$ cat src/rtl/serial_tx_16_if.sv
// rtl/serial_tx_16_if.sv - Word-in / bit-out signal bundle for serial_tx_16
interface serial_tx_16_if #(
    parameter int WIDTH = 16
);
    logic             in_valid;
    logic             in_ready;
    logic [WIDTH-1:0] in_data;
    logic             ser_out;
    logic             ser_valid;
    logic             ser_first;
    logic             ser_last;
    logic             busy;

    modport master (
        output in_valid, in_data,
        input  in_ready, ser_out, ser_valid, ser_first, ser_last, busy
    );

    modport slave (
        input  in_valid, in_data,
        output in_ready, ser_out, ser_valid, ser_first, ser_last, busy
    );
endinterface

$ cat src/rtl/serial_tx_16.sv
// rtl/serial_tx_16.sv - Parallel-to-serial transmitter with one-word holding buffer
// Optional even-parity trailer bit enabled by defining TX_PARITY_EN.
module serial_tx_16 #(
    parameter int WIDTH     = 16,
    parameter bit MSB_FIRST = 1'b1
) (
    input  logic            clk,
    input  logic            rst,
    serial_tx_16_if.slave   tx
);

`ifdef TX_PARITY_EN
    localparam int FRAME = WIDTH + 1;
`else
    localparam int FRAME = WIDTH;
`endif
    localparam int CNT_W = $clog2(FRAME);
    localparam logic [CNT_W-1:0] LAST_CNT = CNT_W'(FRAME - 1);

    typedef enum logic {
        IDLE  = 1'b0,
        SHIFT = 1'b1
    } state_t;

    state_t             state_q, state_d;
    logic [WIDTH-1:0]   shift_q, shift_d;
    logic [WIDTH-1:0]   hold_q, hold_d;
    logic               hold_full_q, hold_full_d;
    logic [CNT_W-1:0]   cnt_q, cnt_d;
    logic               ser_out_q, ser_out_d;
    logic               ser_valid_q, ser_valid_d;
    logic               ser_first_q, ser_first_d;
    logic               ser_last_q, ser_last_d;
    logic               xfer;
    logic               load;
    logic [WIDTH-1:0]   load_word;
    logic               data_bit;
`ifdef TX_PARITY_EN
    logic               par_q, par_d;
`endif

    assign tx.in_ready  = !hold_full_q;
    assign tx.busy      = (state_q == SHIFT) || hold_full_q;
    assign tx.ser_out   = ser_out_q;
    assign tx.ser_valid = ser_valid_q;
    assign tx.ser_first = ser_first_q;
    assign tx.ser_last  = ser_last_q;

    assign xfer = tx.in_valid && !hold_full_q;

    always_ff @(posedge clk) begin
        if (rst) begin
            state_q <= IDLE;
        end else begin
            state_q <= state_d;
        end
    end

    // Outputs are derived from next-state values so they are registered yet
    // describe the bit that is on the line during the following cycle.
    always_comb begin
        state_d     = state_q;
        shift_d     = shift_q;
        hold_d      = hold_q;
        hold_full_d = hold_full_q;
        cnt_d       = cnt_q;
        load        = 1'b0;
        load_word   = '0;

        case (state_q)
            IDLE: begin
                if (xfer) begin
                    state_d   = SHIFT;
                    load      = 1'b1;
                    load_word = tx.in_data;
                end
            end
            SHIFT: begin
                if (cnt_q != LAST_CNT) begin
                    cnt_d   = cnt_q + CNT_W'(1);
                    shift_d = MSB_FIRST ? {shift_q[WIDTH-2:0], 1'b0}
                                        : {1'b0, shift_q[WIDTH-1:1]};
                    if (xfer) begin
                        hold_d      = tx.in_data;
                        hold_full_d = 1'b1;
                    end
                end else if (hold_full_q) begin
                    load        = 1'b1;
                    load_word   = hold_q;
                    hold_full_d = 1'b0;
                end else if (xfer) begin
                    load      = 1'b1;
                    load_word = tx.in_data;
                end else begin
                    state_d = IDLE;
                    cnt_d   = '0;
                end
            end
        endcase

        if (load) begin
            shift_d = load_word;
            cnt_d   = '0;
        end

`ifdef TX_PARITY_EN
        par_d = par_q;
        if (load) begin
            par_d = ^load_word;
        end
        data_bit = (cnt_d == CNT_W'(WIDTH)) ? par_d
                 : (MSB_FIRST ? shift_d[WIDTH-1] : shift_d[0]);
`else
        data_bit = MSB_FIRST ? shift_d[WIDTH-1] : shift_d[0];
`endif

        ser_valid_d = (state_d == SHIFT);
        ser_out_d   = ser_valid_d && data_bit;
        ser_first_d = ser_valid_d && (cnt_d == '0);
        ser_last_d  = ser_valid_d && (cnt_d == LAST_CNT);
    end

    always_ff @(posedge clk) begin
        if (rst) begin
            shift_q     <= '0;
            hold_q      <= '0;
            hold_full_q <= 1'b0;
            cnt_q       <= '0;
            ser_out_q   <= 1'b0;
            ser_valid_q <= 1'b0;
            ser_first_q <= 1'b0;
            ser_last_q  <= 1'b0;
        end else begin
            shift_q     <= shift_d;
            hold_q      <= hold_d;
            hold_full_q <= hold_full_d;
            cnt_q       <= cnt_d;
            ser_out_q   <= ser_out_d;
            ser_valid_q <= ser_valid_d;
            ser_first_q <= ser_first_d;
            ser_last_q  <= ser_last_d;
        end
    end

`ifdef TX_PARITY_EN
    always_ff @(posedge clk) begin
        if (rst) begin
            par_q <= 1'b0;
        end else begin
            par_q <= par_d;
        end
    end
`endif

endmodule

$ cat src/flat_wrapper.sv
// flat-port wrapper written by rule: the top's interface ports become plain ports
module serial_tx_16_flat 
#(
    parameter int WIDTH     = 16,
    parameter bit MSB_FIRST = 1'b1
)
  (clk, rst, tx_in_valid, tx_in_data, tx_in_ready, tx_ser_out, tx_ser_valid, tx_ser_first, tx_ser_last, tx_busy);
  serial_tx_16_if #(.WIDTH(WIDTH)) tx_i ();
  input  logic clk;
  input  logic rst;
  input wire logic [$bits(tx_i.in_valid)-1:0] tx_in_valid;
  input wire logic [$bits(tx_i.in_data)-1:0] tx_in_data;
  output wire logic [$bits(tx_i.in_ready)-1:0] tx_in_ready;
  output wire logic [$bits(tx_i.ser_out)-1:0] tx_ser_out;
  output wire logic [$bits(tx_i.ser_valid)-1:0] tx_ser_valid;
  output wire logic [$bits(tx_i.ser_first)-1:0] tx_ser_first;
  output wire logic [$bits(tx_i.ser_last)-1:0] tx_ser_last;
  output wire logic [$bits(tx_i.busy)-1:0] tx_busy;
  assign tx_i.in_valid = tx_in_valid;
  assign tx_i.in_data = tx_in_data;
  assign tx_in_ready = tx_i.in_ready;
  assign tx_ser_out = tx_i.ser_out;
  assign tx_ser_valid = tx_i.ser_valid;
  assign tx_ser_first = tx_i.ser_first;
  assign tx_ser_last = tx_i.ser_last;
  assign tx_busy = tx_i.busy;
  serial_tx_16 #(.WIDTH(WIDTH), .MSB_FIRST(MSB_FIRST)) u_core (.clk(clk), .rst(rst), .tx(tx_i));
endmodule
$ cat config.mk
export PLATFORM = sky130hd
export DESIGN_NAME = serial_tx_16_flat
export DESIGN_NICKNAME = d
export VERILOG_FILES = /design/src/rtl/serial_tx_16_if.sv /design/src/rtl/serial_tx_16.sv /design/src/flat_wrapper.sv
export SDC_FILE = /design/constraint.sdc
export NUM_CORES = 1
export LEC_CHECK = 0
export ABC_AREA = 1
export CAP_MARGIN = 20
export CORE_ASPECT_RATIO = 1.75
export CORE_UTILIZATION = 61
export CTS_BUF_LIST = sky130_fd_sc_hd__clkbuf_8
export DETAILED_ROUTE_END_ITERATION = 16
export GPL_TIMING_DRIVEN = 0
export MAX_ROUTING_LAYER = met4
export PLACE_DENSITY_LB_ADDON = 0.2
export SETUP_SLACK_MARGIN = 0.1
export SLEW_MARGIN = 40
export SYNTH_ARGS = -nofsm -noshare
export SYNTH_HDL_FRONTEND = slang
export SYNTH_SLANG_ARGS = --single-unit
$ cat constraint.sdc
create_clock -name clk -period 2.4 [get_ports clk]
set_input_delay 0.24 -clock clk [delete_from_list [all_inputs] [get_ports clk]]
set_output_delay 0.24 -clock clk [all_outputs]
set_load 0.05 [all_outputs]
==> results.toml <==
[global_routing]
antenna_found_initial = 0
grt_usage_pct = 31.79
grt_pass1_vias = 1874
grt_max_degree = 12
gr-total-overflow = 0
grt_pass1_wl_um = 7879

[cells_and_area]
drive_above_1_share_pct = 9.538
stdcell_area_sq_um = 2344
fin_cells = 368
finalNetCount = 344
n_antenna_cell = 0
area_growth_pct = 19.00
regArea_sq_um = 800.8
multiInputGateArea_sq_um = 930.9
fillCellCount = 268

[critical_path]
cpMaxStageDelayCell = "clkdlybuf4s50_1"
cp_data_required_time_ps = 2160
cp_num_buf_inv = 3
cp.arrival_ps = 1780
path_max_fanout = 8
cp-end-kind = "primary output"
cp-start-kind = "flop"
path_cells = "buf_2 -> nor2_1 -> inv_1 -> clkdlybuf4s50_1"
critPathKind = "flop to primary output"
r2r-start = "u_core.cnt_q[0]$_SDFF_PP0_"
cpPeakStageDelay_ps = 790
cpLargestDelayFamily = "buffers and inverters"
crit_start = "u_core.tx.ser_valid$_SDFF_PP0_"

[logic_synthesis]
synth_nets = 314
yosys-top-cells-area = "dfxtp_1 (41%), nand2_1 (18%), inv_1 (6.3%)"
avgSynthCellArea_sq_um = 6.699
yosys.area.top_type = "dfxtp_1"
synth-edff-count = 0
synth.yosys.seq_area_share_pct = 40.66
synth_cell_types = 24
netlist_instances = 294
syn-cell-area_sq_um = 1969
synth_top_area_share_pct = 40.66
synth-main-ff-cell = "dfxtp_1"
async_flop_share_pct = 0
ys_ff_latch = 40
yosysWarnings = 0

[sta]
skew_ps = 8.804
worst_slew_pin_slew_ps = 490.9
period_needed_ps = 2021
tns_ps = 0
hold_viol = 0
fmax_mhz = 494.9
slew-limit-headroom_pct = 67.17
min_period_over_period_pct = 84.19
slew_viol_final = 0
rsz0062_at_grt = "no"
setup_viol = 0

[die]
core_area_sq_um = 3108
dieArea_sq_um = 3469
rows = 27
initial_utilization_pct = 63.37
die_h_um = 77.17
die-width_um = 44.95
io_pins = 25

[cts]
cts_resized = 0
ctsHtreeMaxLevel = 2
insertion_delay_ps = 300
clk_pin_slew_ps = 80
cts_setup_buffers = 0
cts.sinks = 40
holdBufCountCts = 0
cts_tree = "done"
cts_root_buf = "clkbuf_8"
cts_buffers = 5
cts_buffer_depth = 2

[power_and_ir_drop]
p_seq_share_pct = 49.0
intPower_mw = 1.044
p_per_area_nw_per_um2 = 632.6
swShare_pct = 29.60
p_clk_share_pct = 31.0
p_comb_share_pct = 20.1
switching_power_mw = 0.4389
p_leak_nw = 1.015
vdd_drop_max_mv = 0.5237

[job]
drv_cap = 0

[drt]
drt-pass1-iter-count = 5
dr_total_vias = 1945
antenna_left = 0
wl_per_cell_um = 12.95
dr.first_iter.drc_count = 51
vias_per_cell = 5.285
routed_wl_um = 4767
drcViolationCount = 0

[place]
place_congestion = 0.8920
placedInstanceArea_sq_um = 2253
port-buffer-count = 23
dp_cells = 360
hpwl_um = 3438

[run_status]
outcome = "complete, no violations"

[min_path]
min-delay-path-class = "input port to flop"
hp-start = "rst"
[stage by stage]
stage / util [%] / setup slack, ps / total power [mW] / hold WS [ps]
floorplan: - / 813.1 / 0.9373 / 399.1
global placement: 72.50 / 600.8 / 1.027 / 429.4
detailed placement: 72.50 / 584.1 / 1.034 / 442.6
CTS: 75.40 / 375.4 / 1.480 / 333.7
global route: 75.40 / 306.9 / 1.539 / 346.3
finish: 75.40 / 379.4 / 1.483 / 327.7
[cells in the final DEF, fill, tap and decap left out, drive strengths merged]
cell type	count
a211oi	1
a21oi	24
buf	10
clkbuf	9
clkdlybuf4s50	23
dfxtp	40
ha	1
inv	41
nand2	99
nand3	9
nand3b	1
nor2	29
nor4	1
o211ai	2
o21ai	35
[cell families after synthesis]
family	after synthesis	share of synthesized area, %
buffers and inverters	52	12.07
AND/OR/NAND/NOR	139	30.50
flip-flops	40	40.66
adder cells (fa/ha/maj)	1	0.6352
AO/OA/AOI/OAI	62	16.14
[final cells by class]
cell class                 count  area share [%]
buffer                        13           3.897
clock buffer                   6           3.524
clock inverter                 2          0.3203
inverter                      39           6.247
multi-input combinational    202           39.72
sequential                    40           34.17
tap                           43           2.296
timing repair buffer          23           9.824
[final timing paths]
path	end	slack [ps]	depth (start not counted)
max	tx_busy	380	4
min	u_core.tx.ser_out$_SDFF_PP0_	330	2
max reg2reg	u_core.shift_q[5]$_SDFFE_PP0P_	790	9
min reg2reg	u_core.hold_q[9]$_SDFFE_PP0P_	460	2
[power groups by stage]
| stage | combinational [mW] | clock, mW | sequential, mW |
|---|---|---|---|
| 2_1_floorplan | 0.185 | 0 | 0.752 |
| 3_3_place_gp | 0.288 | 0 | 0.740 |
| 3_5_place_dp | 0.293 | 0 | 0.741 |
| 4_1_cts | 0.296 | 0.458 | 0.726 |
| 5_1_grt | 0.328 | 0.481 | 0.730 |
| 6_report | 0.298 | 0.459 | 0.726 |
[metal layers]
metal  vias to the layer above  GRT usage, %  wire length (um)
met4                         0         20.61               254
li1                        978             -                 -
met5                         -             -                 0
met3                        19         4.235               221
met1                       878         30.94              1699
met2                        70         54.93              2592
[synthesized netlist by cell type, types with 3 or more instances]
library cell  number
a21oi_1           24
buf_2              4
buf_6              5
clkbuf_1           3
dfxtp_1           40
inv_1             33
inv_2              6
nand2_1           93
nand2_2            3
nand3_1            8
nor2_1            26
o21ai_0           18
o21ai_1           17
[registers in the layout (all words and copies together) (netlist names)]
signal               count
u_core.tx.ser_out        1
u_core.hold_full_q       1
u_core.cnt_q             4
u_core.tx.ser_first      1
u_core.shift_q          15
u_core.tx.ser_valid      1
u_core.tx.ser_last       1
u_core.hold_q           16
(Power assumes the default switching activity.)
==> patch 1 (same settings) <==
Build with the macro `TX_PARITY_EN` defined.
--- a/src/rtl/serial_tx_16.sv
+++ b/src/rtl/serial_tx_16.sv
@@ -1,5 +1,7 @@
 // rtl/serial_tx_16.sv - Parallel-to-serial transmitter with one-word holding buffer
 // Optional even-parity trailer bit enabled by defining TX_PARITY_EN.
+`define TX_PARITY_EN
+
 module serial_tx_16 #(
     parameter int WIDTH     = 16,
     parameter bit MSB_FIRST = 1'b1
Check against the original RTL: same outputs for any inputs over 10 cycles, from zero or initial values and one cycle with rst high; that may be too few to reach the edited logic, so the function may still have changed.
==> patch 1 against the original RTL <==
Hold slack improved by 0.044 ns. Wire length is 33% higher. Sequential cell count increased by 3. Synthesized area is 25% higher. Clock skew down 0.0018 ns. Non-clock buffer count increased by 8. Design area grew 22%. Setup slack got worse by 0.13 ns. Power rose by 17%. Critical path depth grew 1. Critical path type unchanged. Critical endpoint unchanged. Largest cell class unchanged. Largest power group unchanged.
==> patch 1: results (changes against the original RTL) <==
The flow ran to the end, and the final reports show no timing, DRC or antenna violations. Share of the cycle needed by the critical path after routing: 89.53% (+5.3 points). For the wire length on met1, the log shows 2.559 mm (+51%). The count of inverters not on the clock network in the layout works out to 37 (-5.1%).

The endpoint identified for the worst register-to-register timing path is u_core.tx.ser_out$_SDFF_PP0_. The logs give 13 (+1) for the pin count of the biggest net entering global routing and 860.8 sq um (+7.5%) for the storage element area. The overall track demand over capacity in global routing is 32.30% (+0.51 points), and the count of unique library cells instantiated by Yosys is 29 (+21%). For the static power due to leakage, the log shows 1.284 nW (+26%).

Yosys attributes the largest share of cell area to sky130_fd_sc_hd__dfxtp_1, sky130_fd_sc_hd__nand2_1, sky130_fd_sc_hd__nand3_1, sky130_fd_sc_hd__inv_1, sky130_fd_sc_hd__a21oi_1. By count the netlist is led by sky130_fd_sc_hd__nand2_1, sky130_fd_sc_hd__nand3_1, sky130_fd_sc_hd__dfxtp_1, sky130_fd_sc_hd__inv_1, sky130_fd_sc_hd__nor2_1. The tools report the relative max-transition margin as 61.79% (-5.4 points). The total via count after detailed routing was 2567 (+32%); the routed wire length was 6.322 mm (+33%). The share of synthesized area occupied by flip-flops and latches is 35.10% (-5.6 points). The final-layout fill cell count was 330 (+23%). The largest registers in the layout are u_core.hold_q: 16 flops, u_core.shift_q: 16 flops, u_core.cnt_q: 5 flops. Share of final-layout standard cells stronger than drive strength 1: 8.495% (-1.0 points). The tools report the iteration-0 DRC count of the detailed router as 115 (+130%). Tracing the worst setup path back leads to its startpoint at u_core.state_q$_SDFF_PP0_. The count of input and output buffers is 22 (-4.3%), and the average footprint of a synthesized cell is 6.437 sq um (-3.9%). Via count of the first global-routing pass: 2322 (+24%). The logs give 45.1% (-3.9 points) for the sequential cell fraction of total power and 6.206% (+2.0 points) for the fraction of met3 tracks used by global routing. The run gives 0.006993 ns (-0.001811 ns) as the final clock skew.
## patch 1: how the worst min path moves through the flow
stage / slack [ns] / endpoint / cells past startpoint
2_1_floorplan: 0.41 / u_core.hold_q[10]$_SDFFE_PP0P_ / 2
3_3_place_gp: 0.45 / u_core.hold_q[12]$_SDFFE_PP0P_ / 2
3_5_place_dp: 0.45 / u_core.hold_q[2]$_SDFFE_PP0P_ / 2
4_1_cts: 0.38 / u_core.shift_q[3]$_SDFFE_PP0P_ / 2
5_1_grt: 0.40 / u_core.shift_q[3]$_SDFFE_PP0P_ / 2
6_report: 0.37 / u_core.shift_q[3]$_SDFFE_PP0P_ / 2
## patch 1: cell families (layout without fill, tap and decap cells)
logic type | Yosys count | after routing | share of synthesized area [%]
buf+inv | 58 | 89 | 11.43
fa+ha+maj | 2 | 2 | 1.020
flops | 43 | 43 | 35.10
simple gates | 230 | 230 | 40.56
compound gates | 46 | 46 | 11.17
xor+xnor | 2 | 2 | 0.7144
==> patch 2 (config.mk and constraints unchanged) <==
Made on the original files. `shift_q` no longer has a reset.
--- a/src/rtl/serial_tx_16.sv
+++ b/src/rtl/serial_tx_16.sv
@@ -122,7 +122,6 @@
 
     always_ff @(posedge clk) begin
         if (rst) begin
-            shift_q     <= '0;
             hold_q      <= '0;
             hold_full_q <= 1'b0;
             cnt_q       <= '0;
@@ -131,7 +130,6 @@
             ser_first_q <= 1'b0;
             ser_last_q  <= 1'b0;
         end else begin
-            shift_q     <= shift_d;
             hold_q      <= hold_d;
             hold_full_q <= hold_full_d;
             cnt_q       <= cnt_d;
@@ -140,6 +138,10 @@
             ser_first_q <= ser_first_d;
             ser_last_q  <= ser_last_d;
         end
+    end
+
+    always_ff @(posedge clk) begin
+        shift_q <= shift_d;
     end
 
 `ifdef TX_PARITY_EN
Check against the original RTL: same outputs for any inputs over 10 cycles, from zero or initial values and one cycle with rst high; that may be too few to reach the edited logic, so the function may still have changed.
==> patch 2 against the original RTL <==
Sequential power rose by 11%. Cell count fell by 28%. Maximum frequency decreased by 4.0%. Sequential cell count unchanged. Power is 10% higher. Count of clock-buffer cells in the layout unchanged. Sequential share of layout area is 9.1 points higher. Combinational power shrank 12%. Synthesized area is 8.1% lower. Setup slack lost 0.085 ns. Design area fell by 6.1%. Wire length down 13%. Largest cell class is now registers. Largest power group unchanged.
==> patch 2: results (changes against the original RTL) <==
The run finished with clean final reports. Worst hold path endpoint: u_core.hold_q[6]$_SDFFE_PP0P_. The area fraction in compound gates after synthesis came out at 22.13% (+6.0 points). Final hold slack: 0.4513 ns (+0.1236 ns). The commonest cells after synthesis are sky130_fd_sc_hd__nand2_1, sky130_fd_sc_hd__inv_1, sky130_fd_sc_hd__dfxtp_1, sky130_fd_sc_hd__a21oi_1, sky130_fd_sc_hd__o21ai_0.

The run gives 257 (-29%) as the number of cells in the design after placement. The area share of the largest cell type after synthesis is 27.66% (-13 points). The startpoint identified for the worst hold timing path is u_core.hold_q[6]$_SDFFE_PP0P_. For the number of detailed-routing iterations run before antenna repair, the log shows 7 (+2).

The worst setup slack after placement was 0.5498 ns (-0.03427 ns); the count of input and output buffers was 24 (+4.3%). For the total via count after detailed routing, the log shows 1559 (-20%). The delay of the slowest critical-path stage was 0.81 ns (+0.02 ns). Highest-delay cell along the critical path: sky130_fd_sc_hd__clkdlybuf4s50_1. The type of the tightest min-delay check is reg -> reg. The share of synthesized area occupied by flip-flops and latches was 52.56% (+12 points); the total half-perimeter wirelength after legalization and detailed placement was 2.936 mm (-15%). The routed wire length is 4.130 mm (-13%), and the via count of the first global-routing pass is 1547 (-17%). The final clock skew is 0.005848 ns (-0.002956 ns). The post-synthesis xor/xnor area fraction is 0.4841% (+0.48 points), and the iteration-0 DRC count of the detailed router is 68 (+33%). The share of final-layout standard cells stronger than drive strength 1 came out at 10.50% (+0.97 points). The pin count of the biggest net entering global routing came out at 16 (+4).

The number of nets produced by synthesis was 226 (-28%). The average footprint of a synthesized cell works out to 8.783 sq um (+31%). The first-pass GRT wire length was 6.844 mm (-13%); the average routed wire per standard cell was 15.58 microns (+20%).

The capture instance of the worst register-to-register path was u_core.shift_q[2]$_DFFE_PP_. By area the synthesized netlist is led by sky130_fd_sc_hd__dfxtp_1, sky130_fd_sc_hd__edfxtp_1, sky130_fd_sc_hd__nand2_1, sky130_fd_sc_hd__a22o_1, sky130_fd_sc_hd__inv_1. The number of cells on the worst reg-to-reg path was 6 (-3). For the count of unique library cells instantiated by Yosys, the log shows 26 (+8.3%).
[patch 2: layer usage]
layer	wire length [microns]	vias up	track usage [%]
met5	0	-	-
met3	217	8	5.583
li1	-	762	-
met4	81	0	14.48
met2	2279	59	51.41
met1	1551	730	31.29
[patch 2: cell type report]
type                       instances  area [sq um]
buffer                             8         58.81
fill                             185         553.0
multi-input combinational        128         684.4
timing repair buffer              24         240.2
tap                               27         33.78
clock inverter                     2         33.78
inverter                          30         115.1
clock buffer                       6         82.58
sequential                        40         950.9
[patch 2: metrics by stage]
step	utilization, %	area, sq um	power [mW]
3_5_place_dp	75.68	2083	1.078
4_1_cts	79.91	2200	1.638
3_3_place_gp	75.68	2083	1.066
2_1_floorplan	-	1809	0.9819
6_report	79.91	2200	1.631
5_1_grt	79.91	2200	1.691
[patch 2: worst max-delay path by stage]
stage                                         startpoint  slack [ns]                      endpoint  cells past startpoint
after global routing      u_core.tx.ser_valid$_SDFF_PP0_        0.21                       tx_busy                      3
final                     u_core.tx.ser_valid$_SDFF_PP0_        0.29                       tx_busy                      3
after global placement                       tx_in_valid        0.61  u_core.shift_q[14]$_DFFE_PP_                      5
after floorplan           u_core.tx.ser_valid$_SDFF_PP0_        0.58   u_core.shift_q[0]$_DFFE_PP_                      4
after detailed placement                     tx_in_valid        0.55   u_core.shift_q[8]$_DFFE_PP_                      5
after CTS                 u_core.tx.ser_valid$_SDFF_PP0_        0.29                       tx_busy                      3
[patch 2: critical path: cells and delay by family (launching register included)]
family                 cells  cell delay [ns]
buffers and inverters      2             0.94
flip-flops                 1             0.52
AND/OR/NAND/NOR            1             0.12
[patch 2: power by group]
part           leakage [nW]  switching [mW]  internal, mW  total, mW
combinational         0.467           0.158         0.105      0.263
sequential            0.364          0.0296         0.776      0.805
clock                0.0588           0.229         0.335      0.563
